===== config.mk =====
export PLATFORM = sky130hd
export DESIGN_NAME = wb_port_arbiter_flat
export DESIGN_NICKNAME = d
export VERILOG_FILES = /design/src/rtl/wb_arb_pkg.sv /design/src/rtl/wb_port_arbiter_if.sv /design/src/rtl/wb_pend_fifo.sv /design/src/rtl/wb_port_arbiter.sv /design/src/flat_wrapper.sv
export SDC_FILE = /design/constraint.sdc
export NUM_CORES = 1
export LEC_CHECK = 0
export CAP_MARGIN = 20
export CORE_ASPECT_RATIO = 0.8
export CORE_MARGIN = 5
export CORE_UTILIZATION = 50
export CTS_BUF_LIST = sky130_fd_sc_hd__clkbuf_4
export DETAILED_ROUTE_END_ITERATION = 10
export PLACE_DENSITY = 0.75
export SYNTH_ARGS = -nofsm -noshare
export SYNTH_HDL_FRONTEND = slang
export SYNTH_SLANG_ARGS = --single-unit
export TNS_END_PERCENT = 20

===== constraint.sdc =====
create_clock -name clk -period 2.5 [get_ports clk]
set_input_delay 0.5 -clock clk [delete_from_list [all_inputs] [get_ports clk]]
set_output_delay 0.5 -clock clk [all_outputs]
set_load 0.05 [all_outputs]

===== src/rtl/wb_arb_pkg.sv =====
// Shared types and constants for the writeback port arbiter.
// Latency: n/a (declarations only).
// Backpressure: n/a.
package wb_arb_pkg;

  typedef enum logic {
    NORMAL = 1'b0,
    STALL  = 1'b1
  } arb_state_e;

  localparam logic [4:0] REG_X0 = 5'd0;

  // Occupancy counter must represent 0..DEPTH inclusive.
  function automatic int pend_cnt_w(input int depth);
    return $clog2(depth) + 1;
  endfunction

endpackage


===== src/rtl/wb_port_arbiter_if.sv =====
// Writeback-port bundle: pipeline write, long-latency result, rf write, hazard queries.
// Latency: n/a (wires only).
// Backpressure: lu_ready towards the unit, wb_stall towards the pipeline.
interface wb_port_arbiter_if
  import wb_arb_pkg::*;
#(
  parameter int XLEN  = 32,
  parameter int DEPTH = 4
);
  localparam int CW = pend_cnt_w(DEPTH);

  logic            pipe_we;
  logic [4:0]      pipe_rd;
  logic [XLEN-1:0] pipe_data;
  logic            lu_valid;
  logic [4:0]      lu_rd;
  logic [XLEN-1:0] lu_data;
  logic            lu_ready;
  logic            rf_we;
  logic [4:0]      rf_rd;
  logic [XLEN-1:0] rf_wdata;
  logic            wb_stall;
  logic [4:0]      q_rs1;
  logic [4:0]      q_rs2;
  logic [4:0]      q_rd;
  logic            pend_hit1;
  logic            pend_hit2;
  logic            pend_hitd;
  logic [CW-1:0]   pend_cnt;

  // Environment side: pipeline, long-latency unit and hazard unit.
  modport master (
    output pipe_we, pipe_rd, pipe_data, lu_valid, lu_rd, lu_data, q_rs1, q_rs2, q_rd,
    input  lu_ready, rf_we, rf_rd, rf_wdata, wb_stall, pend_hit1, pend_hit2, pend_hitd, pend_cnt
  );

  // Arbiter side.
  modport slave (
    input  pipe_we, pipe_rd, pipe_data, lu_valid, lu_rd, lu_data, q_rs1, q_rs2, q_rd,
    output lu_ready, rf_we, rf_rd, rf_wdata, wb_stall, pend_hit1, pend_hit2, pend_hitd, pend_cnt
  );

endinterface


===== src/rtl/wb_pend_fifo.sv =====
// Circular buffer of pending {rd, data} results with three parallel rd lookups.
// Latency: push visible at head/lookups the cycle after the edge; head and lookups are combinational.
// Backpressure: full blocks push (caller must check); pop on empty is ignored.
module wb_pend_fifo
  import wb_arb_pkg::*;
#(
  parameter int XLEN  = 32,
  parameter int DEPTH = 4,
  localparam int CW   = pend_cnt_w(DEPTH)
) (
  input  logic            clk,
  input  logic            rst,
  input  logic            push,
  input  logic [4:0]      push_rd,
  input  logic [XLEN-1:0] push_data,
  input  logic            pop,
  output logic [4:0]      head_rd,
  output logic [XLEN-1:0] head_data,
  output logic            full,
  output logic            empty,
  output logic [CW-1:0]   cnt,
  input  logic [4:0]      q_a,
  input  logic [4:0]      q_b,
  input  logic [4:0]      q_c,
  output logic            hit_a,
  output logic            hit_b,
  output logic            hit_c
);
  localparam int PW = $clog2(DEPTH);

  logic [4:0]      rd_q   [DEPTH];
  logic [4:0]      rd_d   [DEPTH];
  logic [XLEN-1:0] data_q [DEPTH];
  logic [XLEN-1:0] data_d [DEPTH];
  logic [PW-1:0]   wr_ptr_q, wr_ptr_d;
  logic [PW-1:0]   rd_ptr_q, rd_ptr_d;
  logic [CW-1:0]   cnt_q, cnt_d;
  logic            do_push, do_pop;
  logic [DEPTH-1:0] valid, m_a, m_b, m_c;

  assign full      = (cnt_q == CW'(DEPTH));
  assign empty     = (cnt_q == '0);
  assign cnt       = cnt_q;
  assign head_rd   = rd_q[rd_ptr_q];
  assign head_data = data_q[rd_ptr_q];
  assign do_push   = push && !full;
  assign do_pop    = pop && !empty;

  // Next storage, pointers and occupancy from push/pop.
  always_comb begin
    rd_d     = rd_q;
    data_d   = data_q;
    wr_ptr_d = wr_ptr_q;
    rd_ptr_d = rd_ptr_q;
    cnt_d    = cnt_q;
    if (do_push) begin
      rd_d[wr_ptr_q]   = push_rd;
      data_d[wr_ptr_q] = push_data;
      wr_ptr_d         = wr_ptr_q + 1'b1;
    end
    if (do_pop) begin
      rd_ptr_d = rd_ptr_q + 1'b1;
    end
    case ({do_push, do_pop})
      2'b10:   cnt_d = cnt_q + 1'b1;
      2'b01:   cnt_d = cnt_q - 1'b1;
      default: cnt_d = cnt_q;
    endcase
  end

  // Buffer state; reset drops every pending entry.
  always_ff @(posedge clk or negedge rst) begin
    if (!rst) begin
      for (int i = 0; i < DEPTH; i++) begin
        rd_q[i]   <= '0;
        data_q[i] <= '0;
      end
      wr_ptr_q <= '0;
      rd_ptr_q <= '0;
      cnt_q    <= '0;
    end else begin
      rd_q     <= rd_d;
      data_q   <= data_d;
      wr_ptr_q <= wr_ptr_d;
      rd_ptr_q <= rd_ptr_d;
      cnt_q    <= cnt_d;
    end
  end

  // Entry valid when its distance from the head is below occupancy; compare rd per query.
  always_comb begin
    logic [PW-1:0] off;
    off   = '0;
    valid = '0;
    m_a   = '0;
    m_b   = '0;
    m_c   = '0;
    for (int i = 0; i < DEPTH; i++) begin
      off      = PW'(i) - rd_ptr_q;
      valid[i] = ({1'b0, off} < cnt_q);
      m_a[i]   = (rd_q[i] == q_a);
      m_b[i]   = (rd_q[i] == q_b);
      m_c[i]   = (rd_q[i] == q_c);
    end
  end

  assign hit_a = (q_a != REG_X0) && |(valid & m_a);
  assign hit_b = (q_b != REG_X0) && |(valid & m_b);
  assign hit_c = (q_c != REG_X0) && |(valid & m_c);

endmodule


===== src/rtl/wb_port_arbiter.sv =====
// Shares the rf write port between the pipeline and a queued long-latency unit.
// Latency: write-port select is combinational; queued results drain in FIFO order into free slots.
// Backpressure: lu_ready drops when the buffer is full; wb_stall forces a one-cycle drain after MAX_STARVE blocked cycles.
module wb_port_arbiter
  import wb_arb_pkg::*;
#(
  parameter int XLEN       = 32,
  parameter int DEPTH      = 4,
  parameter int MAX_STARVE = 8
) (
  input  logic              clk,
  input  logic              rst,
  wb_port_arbiter_if.slave  bus
);
  localparam int CW = pend_cnt_w(DEPTH);
  localparam int SW = $clog2(MAX_STARVE) + 1;

  arb_state_e      state_q, state_d;
  logic [SW-1:0]   starve_q, starve_d;

  logic            pipe_slot, lu_ready, accept, lu_keep;
  logic            rf_we, bypass, push, pop, blocked;
  logic [4:0]      rf_rd;
  logic [XLEN-1:0] rf_wdata;
  logic [4:0]      head_rd;
  logic [XLEN-1:0] head_data;
  logic            full, empty;
  logic [CW-1:0]   cnt;

  assign pipe_slot = bus.pipe_we && (bus.pipe_rd != REG_X0);
  // Gated by reset so the unit never sees a handshake while the arbiter is held.
  assign lu_ready  = rst && !full;
  assign accept    = bus.lu_valid && lu_ready;
  // Results aimed at x0 are accepted and dropped.
  assign lu_keep   = accept && (bus.lu_rd != REG_X0);
  assign blocked   = (state_q == NORMAL) && !empty && pipe_slot;

  wb_pend_fifo #(
    .XLEN  (XLEN),
    .DEPTH (DEPTH)
  ) u_pend (
    .clk       (clk),
    .rst       (rst),
    .push      (push),
    .push_rd   (bus.lu_rd),
    .push_data (bus.lu_data),
    .pop       (pop),
    .head_rd   (head_rd),
    .head_data (head_data),
    .full      (full),
    .empty     (empty),
    .cnt       (cnt),
    .q_a       (bus.q_rs1),
    .q_b       (bus.q_rs2),
    .q_c       (bus.q_rd),
    .hit_a     (bus.pend_hit1),
    .hit_b     (bus.pend_hit2),
    .hit_c     (bus.pend_hitd)
  );

  // Write-port owner: forced drain, then pipeline, then buffer head, then bypass.
  always_comb begin
    rf_we    = 1'b0;
    rf_rd    = REG_X0;
    rf_wdata = '0;
    pop      = 1'b0;
    bypass   = 1'b0;
    if (!rst) begin
      rf_we = 1'b0;
    end else if (state_q == STALL) begin
      rf_we    = !empty;
      rf_rd    = head_rd;
      rf_wdata = head_data;
      pop      = 1'b1;
    end else if (pipe_slot) begin
      rf_we    = 1'b1;
      rf_rd    = bus.pipe_rd;
      rf_wdata = bus.pipe_data;
    end else if (!empty) begin
      rf_we    = 1'b1;
      rf_rd    = head_rd;
      rf_wdata = head_data;
      pop      = 1'b1;
    end else if (lu_keep) begin
      rf_we    = 1'b1;
      rf_rd    = bus.lu_rd;
      rf_wdata = bus.lu_data;
      bypass   = 1'b1;
    end
    push = lu_keep && !bypass;
  end

  // Starvation counter and NORMAL/STALL transitions.
  always_comb begin
    state_d  = state_q;
    starve_d = starve_q;
    if (state_q == STALL) begin
      state_d  = NORMAL;
      starve_d = '0;
    end else if (blocked) begin
      if (starve_q == SW'(MAX_STARVE - 1)) begin
        state_d  = STALL;
        starve_d = '0;
      end else begin
        starve_d = starve_q + 1'b1;
      end
    end else begin
      starve_d = '0;
    end
  end

  // FSM and starvation registers.
  always_ff @(posedge clk or negedge rst) begin
    if (!rst) begin
      state_q  <= NORMAL;
      starve_q <= '0;
    end else begin
      state_q  <= state_d;
      starve_q <= starve_d;
    end
  end

  assign bus.lu_ready = lu_ready;
  assign bus.rf_we    = rf_we;
  assign bus.rf_rd    = rf_rd;
  assign bus.rf_wdata = rf_wdata;
  assign bus.wb_stall = (state_q == STALL);
  assign bus.pend_cnt = cnt;

endmodule


===== src/flat_wrapper.sv =====
// flat-port wrapper written by rule: the top's interface ports become plain ports
module wb_port_arbiter_flat import wb_arb_pkg::*;
#(
  parameter int XLEN       = 32,
  parameter int DEPTH      = 4,
  parameter int MAX_STARVE = 8
)
  (clk, rst, bus_pipe_we, bus_pipe_rd, bus_pipe_data, bus_lu_valid, bus_lu_rd, bus_lu_data, bus_q_rs1, bus_q_rs2, bus_q_rd, bus_lu_ready, bus_rf_we, bus_rf_rd, bus_rf_wdata, bus_wb_stall, bus_pend_hit1, bus_pend_hit2, bus_pend_hitd, bus_pend_cnt);
  wb_port_arbiter_if #(.XLEN(XLEN), .DEPTH(DEPTH)) bus_i ();
  input  logic clk;
  input  logic rst;
  input wire logic [$bits(bus_i.pipe_we)-1:0] bus_pipe_we;
  input wire logic [$bits(bus_i.pipe_rd)-1:0] bus_pipe_rd;
  input wire logic [$bits(bus_i.pipe_data)-1:0] bus_pipe_data;
  input wire logic [$bits(bus_i.lu_valid)-1:0] bus_lu_valid;
  input wire logic [$bits(bus_i.lu_rd)-1:0] bus_lu_rd;
  input wire logic [$bits(bus_i.lu_data)-1:0] bus_lu_data;
  input wire logic [$bits(bus_i.q_rs1)-1:0] bus_q_rs1;
  input wire logic [$bits(bus_i.q_rs2)-1:0] bus_q_rs2;
  input wire logic [$bits(bus_i.q_rd)-1:0] bus_q_rd;
  output wire logic [$bits(bus_i.lu_ready)-1:0] bus_lu_ready;
  output wire logic [$bits(bus_i.rf_we)-1:0] bus_rf_we;
  output wire logic [$bits(bus_i.rf_rd)-1:0] bus_rf_rd;
  output wire logic [$bits(bus_i.rf_wdata)-1:0] bus_rf_wdata;
  output wire logic [$bits(bus_i.wb_stall)-1:0] bus_wb_stall;
  output wire logic [$bits(bus_i.pend_hit1)-1:0] bus_pend_hit1;
  output wire logic [$bits(bus_i.pend_hit2)-1:0] bus_pend_hit2;
  output wire logic [$bits(bus_i.pend_hitd)-1:0] bus_pend_hitd;
  output wire logic [$bits(bus_i.pend_cnt)-1:0] bus_pend_cnt;
  assign bus_i.pipe_we = bus_pipe_we;
  assign bus_i.pipe_rd = bus_pipe_rd;
  assign bus_i.pipe_data = bus_pipe_data;
  assign bus_i.lu_valid = bus_lu_valid;
  assign bus_i.lu_rd = bus_lu_rd;
  assign bus_i.lu_data = bus_lu_data;
  assign bus_i.q_rs1 = bus_q_rs1;
  assign bus_i.q_rs2 = bus_q_rs2;
  assign bus_i.q_rd = bus_q_rd;
  assign bus_lu_ready = bus_i.lu_ready;
  assign bus_rf_we = bus_i.rf_we;
  assign bus_rf_rd = bus_i.rf_rd;
  assign bus_rf_wdata = bus_i.rf_wdata;
  assign bus_wb_stall = bus_i.wb_stall;
  assign bus_pend_hit1 = bus_i.pend_hit1;
  assign bus_pend_hit2 = bus_i.pend_hit2;
  assign bus_pend_hitd = bus_i.pend_hitd;
  assign bus_pend_cnt = bus_i.pend_cnt;
  wb_port_arbiter #(.XLEN(XLEN), .DEPTH(DEPTH), .MAX_STARVE(MAX_STARVE)) u_core (.clk(clk), .rst(rst), .bus(bus_i));
endmodule

### Yosys cells after proc, flatten, opt, wreduce, memory -nomap -nowiden

Cells that the tools add are included.

* register bits: 160
* latch bits: 0
* memory bits (writable): 0
* ROM bits: 0
* bits of input ports: 93
* output and inout port bits: 46
* logic and storage cells: 119
* memories kept: 0

* add/subtract/negate cells: 9
* multipliers: 0
* div/mod/pow operators: 0
* order comparisons: 7
* equal/unequal tests: 16
* shift operators: 0
* mux-type cells: 42
* bitwise gates (word level): 6
* reductions and logical operators: 26

Operators by type and width (count)
* 32-bit two-way mux: 8
* 128-bit bitwise mux: 1
* 32-bit binary-select mux with 2-bit select: 1
* 32-bit demux with 2-bit select: 1
* 5-bit == test: 12
* 5-bit two-way mux: 8
* 5-bit nonzero test: 5
* 20-bit bitwise mux: 1
* 1-bit two-way mux: 16
* 1-bit logical AND: 13
* 4-bit AND: 3
* 2-bit by 3-bit less-than comparator with 1-bit output: 4
* 4-bit two-way mux: 3
* 4-bit OR reduction: 3
* 5-bit binary-select mux with 2-bit select: 1
* 5-bit demux with 2-bit select: 1
* 3-bit greater-or-equal comparator (second input constant): 2
* 2-bit NOT with 3-bit output: 2
* 3-bit one-hot mux with 2 select lines: 1
* 2-bit by 1-bit adder with 2-bit output (second input constant): 2
* 4-bit by 1-bit adder with 4-bit output (second input constant): 1
* 4-bit by 3-bit == test with 1-bit output (second input constant): 1
* 1-bit by 2-bit subtractor with 2-bit output (first input constant): 2
* 2-bit subtractor (first input constant): 2
* 10 further kinds: 12

### Logic depth before layout (Yosys ltp)

Gate-level depths: netlist of the first run.

* depth after elaboration: 15
* mapped depth: 12
* depth with buffers taken out: 10

### Cells and area by module

From an unflattened synthesis of the first run, not the netlist that was laid out.

* cell total of the unflattened synthesis: 734
* area total of the unflattened synthesis: 9944.5 um^2

By module, submodules not included
* wb_pend_fifo: times used 1, cells an instance 524, area an instance 8346.8 um^2, sequential area each 3878.7 um^2
* wb_port_arbiter: times used 1, cells an instance 210, area an instance 1597.8 um^2, sequential area each 125.1 um^2

### Worst setup path before layout of the first run

Ideal clock, no wire load.

* path type: reg-to-output
* start: register u_core.u_pend.rd_ptr_q[1]
* end: output bus_pend_hit2
* arrival time: 2.701 ns
* required time: 2.000 ns
* setup slack: -0.701 ns
* cell stages (with the launch flop): 10
* buffers on the path: 2
* path through: dfrtp_1 -> buf_2 -> buf_2 -> inv_1 -> ha_1 -> a21boi_0 -> o21a_1 -> nor4_1 -> nor4_1 -> a21oi_1

* word-level cells in the longest chain between the ends: 5
* elaborated cells on any way between the ends: 11
* those cells by class: add/sub (4); order compare (4); bitwise (1); reduce/logical (2)

Ends and longest elaborated chain
* from (decl): RTL line wb_pend_fifo.sv:36 `logic [PW-1:0] rd_ptr_q, rd_ptr_d;`
* from (signal assigned): RTL line wb_pend_fifo.sv:85 `rd_ptr_q <= rd_ptr_d;`
* 1-bit by 2-bit subtractor with 2-bit output / 2-bit subtractor (equally long branches): RTL line wb_pend_fifo.sv:99 `off = PW'(i) - rd_ptr_q;`
* 2-bit by 3-bit less-than comparator with 1-bit output: RTL line wb_pend_fifo.sv:100 `valid[i] = ({1'b0, off} < cnt_q);`
* 4-bit AND (*): RTL line wb_pend_fifo.sv:108 `assign hit_b = (q_b != REG_X0) && |(valid & m_b);`
* 4-bit OR reduction (*): RTL line wb_pend_fifo.sv:108
* 1-bit logical AND (*): RTL line wb_pend_fifo.sv:108
* to (decl): RTL line flat_wrapper.sv:27 `output wire logic [$bits(bus_i.pend_hit2)-1:0] bus_pend_hit2;`

Mark *: on every way between the ends. The rest lies on a longest branch, timed or not.

### Final worst setup path of the first run

* start: register u_core.u_pend.rd_ptr_q[1]
* end: output bus_pend_hit1

* word-level cells in the longest chain between the ends: 5
* elaborated cells on any way between the ends: 11
* those cells by class: add/sub (4); order compare (4); bitwise (1); reduce/logical (2)

Ends and longest elaborated chain
* 1-bit by 2-bit subtractor with 2-bit output / 2-bit subtractor (equally long branches): RTL line wb_pend_fifo.sv:99
* 2-bit by 3-bit less-than comparator with 1-bit output: RTL line wb_pend_fifo.sv:100
* 4-bit AND (*): RTL line wb_pend_fifo.sv:107 `assign hit_a = (q_a != REG_X0) && |(valid & m_a);`
* 4-bit OR reduction (*): RTL line wb_pend_fifo.sv:107
* 1-bit logical AND (*): RTL line wb_pend_fifo.sv:107
* to (decl): RTL line flat_wrapper.sv:26 `output wire logic [$bits(bus_i.pend_hit1)-1:0] bus_pend_hit1;`

Marks and branches as above.

==> metrics.md, run 1 <==
| Metric | Value |
|---|---|
| Core Util, Final | a little under three quarters |
| Average size of a mapped cell | 12.7 sq um |
| Power per cell area | around 1200 nW/um^2 |
| Largest net degree at the start of global routing | 61 |
| Sum of negative setup slack | -16840 ps |
| Post-synthesis sequential area ratio | approximately 41% |
| Max Cap Violations | 0 |
| N_diodes | 0 |
| Synthesized cell area | slightly below 10000 sq um |
| Crit Path Class | reg2out |
| Largest family of logic cells by synthesized area | multiplexers |
| Tmin final | 3010 ps |
| Final period utilization | 120% |
| Final GP Congestion | 0.928 |
| Die height | 135 microns |
| CTS clk-pin slew, worst paths | 150 ps |
| Detailed placement HPWL | 18.3 mm |
| DR WL/cell | 22.3 microns |
| Simple-Gate Fraction of Synth Area | 9.40% |
| Max-slew headroom | ~48% |
| Post-Synth Adder-Cell Area | 1.49% |
| Core ar. | 19100 sq um |
| Via count | approximately 7.1k |
| Drt pass-1 iters | 4 |
| Critical-path top delay cell | dfrtp_2 |
| Mux cell area share after synthesis | 30.4% |
| Post-synth top area share | between 40 and 50% |
| Finished Cell Area | roughly 14000 sq um |
| Clock Skew | 26.8 ps |
| Worst Path Max Fanout | 4 |
| Post-Layout Cell Count | 1221 |
| Port-buffer cells | 138 |
| Cell count after synthesis | ~770 |
| # rows | 45 |
| GRT Total Usage | 24.4% |
| Post-Route WL | 27.2 mm |
| Die Wd | about 170 microns |
| Worst Tran Pin Value | 781 ps |
| Cell chain of the critical path | xor2_2 > ha_1 > nand2b_1 > o2bb2ai_2 > buf_6 > nor4_4 > nor4_2 > a21oi_2 > buf_12 |
| Initial antenna violation count | 1 |
| CTS Buffer Depth | 2 |
| Share of layout cells above drive strength 1 | 44.8% |
| Setup ws final | -506 ps |
| Leading cell type by number of instances after synthesis | dfrtp_1 |
| Worst hold slack | 90.1 ps |
| Vias in the first global route | 7557 |
| Final setup viols | 41 |
| IO Pins | between 100 and 150 |
| Place WS | -665 ps |
| Nature of the critical path endpoint | output pin |
| WP data required | 2000 ps |
| Yosys warns | 0 |
| Synth Area in Compound Gates | 6.54% |
| RSZ-0062 raised after global routing | true |
| Yosys top cell by area | dfrtp_1 |
| Starting DRT DRC Count | 524 |
| Via-to-Cell Ratio | 5.85 |
| Netlist cell types | 41 |
| Slowest stage delay, CP | roughly 480 ps |
| First-pass GRT wire length | 43.4 mm |
| XOR/XNOR share of the synthesized area | under 10% |
| Placed cells | ~1.2k |
| Synth async-reset ratio | 100% |
| Initial core utilization | 51.1% |
| Fmax | 333 MHz |
| EDFF count, synth | 0 |
| Nets | 1054 |
| Maximum VDD drop | 0.548 mV |
| Slew Limit Fails | 0 |
| Placement Cell Area | roughly 13000 sq um |
| Post-route DRC | 0 |
| CTS root buf | clkbuf_4 |
| Synthesized Nets | 873 |
| H-tree levels | 4 |
| Status | complete, but fails checks |
| Power Total | around 16 mW |
| Clock Sinks | between 150 and 200 |
| Arr. time, crit path | roughly 2500 ps |
| Leak | about 5.8 nW |
| Synth top cells by count | dfrtp_1 (160), mux2_4 (120), nand2_1 (83) |
| Post-route ant nets | 0 |
| Failing checks | negative setup slack |
| CTS tree | yes |
| Fin. Hold Viols | 0 |
| GRT Residual Overflow | 0 |
| Worst setup SP type | flip-flop |
| Synth-to-Final Area Change | 39.7% |
| Largest cells by area after synthesis | dfrtp_1 (41%), mux2_4 (18%), mux4_2 (8.5%), xnor2_1 (3.7%), mux2_2 (3.3%) |
| Flops & latches, synth | 160 |
| Die area | about 22000 sq um |
| Total clock buffers created by CTS | 17 |
| Hold Path Class | in2async |
| Top_reg_cell synth | dfrtp_1 |
| Clock Latency Late Sink | between 500 and 600 ps |
-- worst paths after layout --
kind | from | to | slack (ps) | cells after the start
max in group asynchronous | rst | u_core.u_pend.data_q[55] | 1600 | 3
hold reg to reg | u_core.starve_q[0] | u_core.starve_q[0] | 480 | 1
hold / removal | rst | u_core.u_pend.rd_ptr_q[0] | 90 | 3
min in group clk | u_core.starve_q[0] | u_core.starve_q[0] | 480 | 1
setup reg to reg | u_core.u_pend.cnt[1] | u_core.u_pend.cnt[2] | 80 | 10
setup / recovery | u_core.u_pend.rd_ptr_q[1] | bus_pend_hit1 | -510 | 9
-- state kept, by name, indices dropped and copies added, names as in the netlist --
| register | flops |
|---|---|
| u_core.u_pend.rd_ptr_q | 2 |
| u_core.u_pend.rd_q | 20 |
| u_core.u_pend.wr_ptr_q | 2 |
| u_core.u_pend.data_q | 128 |
| u_core.u_pend.cnt | 3 |
| u_core.starve_q | 4 |
| u_core.bus.wb_stall | 1 |
-- where the power goes --
part / internal, mW / switching, mW / total, mW / leakage, nW
registers: 3.86 / 1.09 / 4.95 / 1.93
logic: 5.08 / 4.15 / 9.22 / 3.71
clock network: 0.903 / 0.941 / 1.84 / 0.176
-- routing by layer --
| layer | up-vias | GRT usage [%] | share of wire, % | wire [microns] |
|---|---|---|---|---|
| li1 | 3180 | - | - | - |
| met1 | 3723 | 34.4 | 45 | 12300 |
| met2 | 208 | 39.5 | 48 | 13000 |
| met3 | 26 | 5.03 | 5.6 | 1540 |
| met4 | 2 | 5.45 | 1.2 | 317 |
| met5 | - | 0 | 0.026 | 7 |
-- logic make-up after synthesis --
kind of cell    count (synthesis)
fa+ha+maj                      11
compound gates                 92
simple gates                  177
flops                         160
xor+xnor                       68
mux                           186
buf+inv                        75
-- worst max-delay path, delay by kind of cell (launching register included) --
kind | cells | cell delay [ps]
flip-flops | 1 | 480
adder cells (fa/ha/maj) | 1 | 290
AO/OA/AOI/OAI | 2 | 220
XOR/XNOR | 1 | 200
buffers and inverters | 2 | 320
AND/OR/NAND/NOR | 3 | 420
-- cell type report --
cell class	instances	area [sq um]
clock buffer	18	135
clock inverter	14	213
fill	1212	5450
inverter	9	33.8
multi-input combinational	534	6020
sequential	160	4010
tap	258	323
timing repair buffer	228	2900
-- cell usage in the layout (no fill, tap or decap), types with 3 or more instances in the layout --
master           count
inv_1                7
buf_16               5
nand2_1             82
mux4_2              37
a21oi_1              4
mux2_2              29
nand2b_1             6
nor4_2               7
buf_6                4
mux2_4             120
nor2_1               9
or3_1               31
nand3_4              4
a21oi_2              3
nor4_4               6
buf_12              63
nand3_1             13
o311ai_1             4
o211ai_1            32
clkdlybuf4s50_1     88
dfrtp_2              6
ha_1                10
clkbuf_4            18
a31oi_4             37
bufinv_16            5
xnor2_1             41
clkinvlp_4           3
nor3_1               7
dfrtp_1            154
buf_4               59
xor2_1              26
-- timing repair --
item | in CTS | in global routing
gates cloned | 4 | 1
hold endpoints to repair | 77 | 0
setup endpoints to repair | 42 | 43
gates resized for setup | 42 | 21
buffers inserted | 4 | 5
pin swaps | 10 | 12
hold buffers | 2 | 0
No activity file was read; power rests on OpenSTA's default activity.
==> run 2, diff against run 1 <==
--- a/config.mk
+++ b/config.mk
@@ -10,8 +10,9 @@
 export CORE_MARGIN = 5
 export CORE_UTILIZATION = 50
 export CTS_BUF_LIST = sky130_fd_sc_hd__clkbuf_4
+export CTS_CLUSTER_SIZE = 28
 export DETAILED_ROUTE_END_ITERATION = 10
-export PLACE_DENSITY = 0.75
+export PLACE_DENSITY = 0.86
 export SYNTH_ARGS = -nofsm -noshare
 export SYNTH_HDL_FRONTEND = slang
 export SYNTH_SLANG_ARGS = --single-unit
==> run 2 against run 1 <==
Effect of this change:
- the flow still finishes with violations (negative setup slack)
- clock skew fell by 1.1 ps
- critical path depth fell by 1
- die area did not move
- design area rose by 0.67%
- maximum frequency fell by 1.9%
- sequential share of layout area fell by 0.20 points
- critical path type unchanged
- critical endpoint unchanged
==> metrics.md, run 2 (synthesis gave the netlist of run 1 again) <==
| Metric | Value |
|---|---|
| Placed cells | 1169 |
| IO Pins | 139 |
| CTS clk-pin slew, worst paths | between 100 and 150 ps |
| Drt pass-1 iters | 5 |
| Via count | 7587 |
| Placement Cell Area | 12800 sq um |
| Finished Cell Area | 13700 sq um |
| Power per cell area | 1160 nW/um^2 |
| Clock Sinks | 160 |
| WP data required | 2000 ps |
| Worst setup SP type | flip-flop |
| # rows | 45 |
| H-tree levels | 4 |
| GRT Total Usage | 27.0% |
| CTS Buffer Depth | 2 |
| Share of layout cells above drive strength 1 | 45.5% |
| First-pass GRT wire length | around 48 mm |
| Clock Latency Late Sink | 550 ps |
| Port-buffer cells | 138 |
| Nets | 1059 |
| Critical-path top delay cell | dfrtp_2 |
| Arr. time, crit path | 2560 ps |
| Register with the most flip-flops | u_core.u_pend.data_q |
| Core ar. | 19100 sq um |
| Final setup viols | 42 |
| Die height | 135 microns |
| Maximum VDD drop | 0.490 mV |
| Slowest stage delay, CP | between 400 and 500 ps |
| Vias in the first global route | a little over 8k |
| Fillers | roughly 1.1k |
| Status | complete, but fails checks |
| Slew Limit Fails | 0 |
| Max Cap Violations | 0 |
| Leak | 5.82 nW |
| Worst hold slack | between 100 and 150 ps |
| Sum of negative setup slack | -17220 ps |
| Die Wd | roughly 170 microns |
| Max-slew headroom | between 30% and 40% |
| Met3 wire length | 2.41 mm |
| Final period utilization | 123% |
| Setup ws final | -565 ps |
| Post-Layout Cell Count | 1227 |
| Most frequent cells in the layout | dfrtp_1 (154), mux2_4 (120), clkdlybuf4s50_1 (88), nand2_1 (81), buf_12 (66) |
| Post-route DRC | 0 |
| Crit Path Class | reg2out |
| RSZ-0062 raised after global routing | true |
| Worst Path Max Fanout | 4 |
| Via-to-Cell Ratio | 6.18 |
| Die area | 22400 sq um |
| Max FFs per register | 128 |
| Failing checks | negative setup slack |
| Met1 WL | approximately 13 mm |
| Initial antenna violation count | 4 |
| CTS root buf | clkbuf_4 |
| Fin. Hold Viols | 0 |
| Starting DRT DRC Count | 692 |
| Top Layer Used | met5 |
| Post-route ant nets | 0 |
| Post-Route WL | 31.2 mm |
| Power Total | 15.9 mW |
| Initial core utilization | 51.1% |
| Hold Path Class | in2async |
| Total clock buffers created by CTS | 17 |
| Final GP Congestion | 0.895 |
| CTS tree | yes |
| Met2 wire length | 15.2 mm |
| Largest net degree at the start of global routing | 101 |
| Fmax | about 330 MHz |
| DR WL/cell | 25.4 microns |
| Cell chain of the critical path | inv_2 > ha_1 > a21boi_1 > o21a_2 > nor4_4 > nor4_2 > a21oi_2 > buf_12 |
| GRT Residual Overflow | 0 |
| Nature of the critical path endpoint | output pin |
| Synth-to-Final Area Change | 40.7% |
| Biggest registers after layout | u_core.u_pend.data_q x128, u_core.u_pend.rd_q x20, u_core.starve_q x4 |
| Most common cell after layout, fill and taps aside | dfrtp_1 |
| Detailed placement HPWL | 18.9 mm |
| Tmin final | 3060 ps |
| Clock Skew | approximately 26 ps |
| Worst Tran Pin Value | 971 ps |
run 2: changes by cell type in the layout (fill, tap and decap cells not counted), sizes merged, moves of 2 or more:
| cell | previous run | this run |
|---|---|---|
| buf | 134 | 137 |
| bufinv | 5 | 1 |
| clkinv | 6 | 4 |
| clkinvlp | 3 | 5 |
| diode | 0 | 2 |
| dlygate4sd3 | 0 | 4 |
| inv | 9 | 13 |
run 2: power by group:
| group | internal [mW] | switching (mW) |
|---|---|---|
| registers | 3.86 | 1.16 |
| logic | 5.01 | 4.37 |
| clock network | 0.501 | 1.01 |
| total | 9.36 | 6.54 |
run 2: worst paths after layout:
check                                      from                    to  slack, ps  cells after the start
min reg2reg                  u_core.starve_q[3]   u_core.bus.wb_stall        500                      1
max in group asynchronous                   rst    u_core.starve_q[1]        990                      3
min in group clk             u_core.starve_q[3]   u_core.bus.wb_stall        500                      1
max reg2reg                u_core.u_pend.cnt[2]  u_core.u_pend.cnt[2]         40                     10
max                        u_core.u_pend.cnt[1]         bus_pend_hit1       -560                      8
min                                         rst  u_core.u_pend.cnt[0]        110                      3
run 2: stage by stage:
stage               utilization, %  setup WS (ps)
global placement              67.0           -587
detailed placement            67.0           -674
floorplan                        -           -140
finish                        71.9           -565
CTS                           70.5           -574
global route                  71.9           -706
run 2: final cells by class:
| type | instances | area (sq um) | area share [%] |
|---|---|---|---|
| Antenna cell | 2 | 5.00 | 0.0365 |
| Clock buffer | 17 | 128 | 0.930 |
| Clock inverter | 14 | 133 | 0.966 |
| Inverter | 9 | 33.8 | 0.246 |
| Multi-Input combinational cell | 534 | 6110 | 44.5 |
| Sequential cell | 160 | 4010 | 29.2 |
| Tap cell | 258 | 323 | 2.35 |
| Timing Repair Buffer | 233 | 2980 | 21.7 |
run 2: layer usage:
layer,up-vias,track usage (%)
li1,3181,-
met1,3931,36.3
met2,403,44.0
met3,70,6.18
met4,2,8.47
met5,-,0
run 2: repair_timing:
action	CTS	global route
setup buffers	14	1
gates cloned	4	0
resized for setup	52	34
setup endpoints to repair	42	44
endpoints found under the hold margin	42	6
hold buffers	2	4
pin swaps	10	15
run 2: worst max-delay path: cells and delay by family, from the launching register on:
| family | cells | cell delay, ps |
|---|---|---|
| adders and majority gates | 1 | 310 |
| and+or+nand+nor | 2 | 400 |
| DFF | 1 | 430 |
| buffers and inverters | 2 | 230 |
| AOI/OAI and AO/OA | 3 | 630 |
==> run 3, diff against run 2 <==
--- a/config.mk
+++ b/config.mk
@@ -5,14 +5,15 @@
 export SDC_FILE = /design/constraint.sdc
 export NUM_CORES = 1
 export LEC_CHECK = 0
-export CAP_MARGIN = 20
+export ABC_CLOCK_PERIOD_IN_PS = 2500
+export CAP_MARGIN = 25
 export CORE_ASPECT_RATIO = 0.8
 export CORE_MARGIN = 5
 export CORE_UTILIZATION = 50
 export CTS_BUF_LIST = sky130_fd_sc_hd__clkbuf_4
 export CTS_CLUSTER_SIZE = 28
 export DETAILED_ROUTE_END_ITERATION = 10
-export PLACE_DENSITY = 0.86
+export PLACE_DENSITY = 0.81
 export SYNTH_ARGS = -nofsm -noshare
 export SYNTH_HDL_FRONTEND = slang
 export SYNTH_SLANG_ARGS = --single-unit
==> run 3 against run 2 <==
Effect of this change:
- the flow still finishes with violations (negative setup slack)
- total power increased by 1.8%
- non-clock buffer count increased by 8
- via count decreased by 0.76%
- sequential share of layout area decreased by 0.58 points
- register-to-register slack improved by 50 ps
- first-iteration DRC count increased by 3.0%
- routed wire length decreased by 3.6%
- maximum frequency increased by 0.10%
- critical path type unchanged
- sequential power about the same
- design area increased by 2.0%
==> metrics.md, run 3 (synthesis gave the netlist of run 1 again) <==
| Metric | Value |
|---|---|
| Clock Latency Late Sink | ~550 ps |
| Share of layout cells above drive strength 1 | 47.8% |
| Vias in the first global route | 7877 |
| Post-Route WL | 30.1 mm |
| Slowest stage delay, CP | between 400 and 500 ps |
| Worst setup SP type | flip-flop |
| Fillers | 1119 |
| CTS clk-pin slew, worst paths | 150 ps |
| Initial antenna violation count | 3 |
| Sequential share of power | roughly 31% |
| Slew Limit Fails | 0 |
| Worst Setup EP | bus_pend_hit1 |
| Core Util, Final | approximately 73% |
| R2R cell count | 10 |
| Switch share | 40.3% |
| Failing checks | negative setup slack |
| Final setup viols | 41 |
| RR Endpoint | u_core.u_pend.cnt[2] |
| RSZ-0062 raised after global routing | true |
| Worst Tran Pin Value | between 900 and 1000 ps |
| Die area | 22400 sq um |
| Detailed placement HPWL | 18.1 mm |
| DR WL/cell | ~24 microns |
| Internal cell power | 9.67 mW |
| Leak | around 6 nW |
| CTS Buffer Depth | 2 |
| WP data required | 2000 ps |
| CP top delay family | simple AND/OR/NAND/NOR gates |
| Nature of the critical path endpoint | output pin |
| Largest net degree at the start of global routing | 52 |
| CTS root buf | clkbuf_4 |
| Fmax | 327 MHz |
| NetSw | 6.51 mW |
| Tmin final | 3060 ps |
| IO Pins | 139 |
| Biggest registers after layout | u_core.u_pend.data_q x128, u_core.u_pend.rd_q x20, u_core.starve_q x4 |
| GRT Residual Overflow | 0 |
| Max FFs per register | 128 |
| GRT Total Usage | 24.9% |
| Total clock buffers created by CTS | 17 |
| Via count | 7529 |
| Clk pwr share | around 10% |
| Starting DRT DRC Count | ~700 |
| Stages on worst setup path | 9 |
| RR Startpoint | u_core.u_pend.cnt[2] |
| Most frequent cells in the layout | dfrtp_1 (154), mux2_4 (120), clkdlybuf4s50_1 (88), nand2_1 (69), buf_12 (65) |
| Fin. Hold Viols | 0 |
| Buf/Inv on CP | 2 |
| Die height | 135 microns |
| Status | complete, but fails checks |
| Register with the most flip-flops | u_core.u_pend.data_q |
| Port-buffer cells | 138 |
| Sequential cell area | between 4000 and 5000 sq um |
| Clock Skew | 28.3 ps |
| Setup ws final | -562 ps |
| Worst Path Max Fanout | 3 |
| Post-route DRC | 0 |
| Worst hold slack | 72.0 ps |
| Cell chain of the critical path | xor2_2 > inv_1 > ha_1 > nand2b_1 > o2bb2ai_4 > nor4_4 > nor4_2 > a21oi_2 > buf_12 |
| Comb power frac | around three fifths |
| Max Cap Violations | 0 |
| Sum of negative setup slack | -15540 ps |
| Via-to-Cell Ratio | 6.10 |
| Area occupied by multi-input gates | slightly above 6000 sq um |
| Critical-path top delay cell | dfrtp_2 |
| Arr. time, crit path | 2560 ps |
| R2R Setup Slk | 90 ps |
| H-tree levels | 4 |
| First-pass GRT wire length | between 40 and 50 mm |
| Final GP Congestion | 0.887 |
| Die Wd | 166 microns |
| Initial core utilization | around 51% |
| Crit Path Class | reg2out |
| Drt pass-1 iters | 5 |
| CP startpoint | u_core.u_pend.rd_ptr_q[1] |
| Maximum VDD drop | 0.564 mV |
| CTS tree | yes |
| Most common cell after layout, fill and taps aside | dfrtp_1 |
| Power per cell area | 1160 nW/um^2 |
| Hold Path Class | in2async |
| Core ar. | 19100 sq um |
| # rows | 45 |
| Nets | 1067 |
| Synth-to-Final Area Change | 43.5% |
| Max-slew headroom | 36.4% |
| Clock Sinks | 160 |
| Post-route ant nets | 0 |
| Final period utilization | 122% |
==> run 3: changes by cell type in the layout (fill, tap and decap cells not counted), sizes merged <==
cell	delta
clkinv	+2
bufinv	+1
clkbuf	+6
diode	-1
buf	+4
clkinvlp	-2
bufbuf	+1
clkdlybuf4s15	+1
dlymetal6s2s	-1
dlygate4sd3	-3
==> run 3: area by class of cell <==
cell class	count	share of cell area (%)
clock buffers	17	0.912
diodes	1	0.0179
inverters	9	0.241
multi-input cells	534	44.2
clock inverters	15	1.13
flip-flops and latches	160	28.7
well taps	258	2.31
repair buffers	241	22.5
==> run 3: power groups by stage <==
stage	Clock, mW	Combinational (mW)	Sequential, mW
finish	1.59	9.60	4.99
global route	1.74	10.1	5.09
CTS	1.61	8.78	4.90
detailed placement	0	8.53	4.93
global placement	0	8.32	4.86
floorplan	0	6.22	4.64
==> run 3: worst min-delay path by stage <==
stage | endpoint | slack [ps] | cells past startpoint
finish | u_core.u_pend.data_q[101] | 70 | 3
global route | u_core.u_pend.data_q[6] | 60 | 3
CTS | u_core.u_pend.data_q[101] | 50 | 3
detailed placement | u_core.starve_q[0] | 460 | 1
global placement | u_core.starve_q[0] | 460 | 1
floorplan | u_core.bus.wb_stall | 200 | 0
==> run 3: worst register-to-register path: stages, from the launching register on <==
cell and delay, ps:
dfrtp_2 470, clkinv_1 110, nand2_2 80, buf_4 450, o211a_1 260, ha_1 160
inv_1 50, fa_1 370, xor2_1 150, nor2_1 110, xnor2_1 120
==> run 3: what timing repair did <==
item,4_1_cts,5_1_grt
gates resized for setup,35,77
hold endpoints to repair,62,0
pin swaps,7,42
hold buffers,2,0
cloned,4,6
setup endpoints to repair,41,42
buffers inserted,5,10
==> run 3: per-layer routing <==
layer / share of wire [%] / vias to the layer above / GRT usage, %
met5: 0.14 / - / 0
met4: 2.2 / 6 / 8.38
met3: 6.2 / 72 / 4.77
met2: 48 / 320 / 40.3
met1: 43 / 3908 / 34.0
li1: - / 3223 / -
==> run 3: stage by stage <==
| step | std cells | total power [mW] | worst slack (ps) | instance area [sq um] |
|---|---|---|---|---|
| 2_1_floorplan | 769 | 10.9 | -140 | 10400 |
| 3_3_place_gp | 1175 | 13.2 | -597 | 12800 |
| 3_5_place_dp | 1175 | 13.5 | -742 | 12800 |
| 4_1_cts | 1218 | 15.3 | -549 | 13400 |
| 5_1_grt | 1235 | 16.9 | -685 | 14000 |
| 6_report | 1235 | 16.2 | -562 | 14000 |
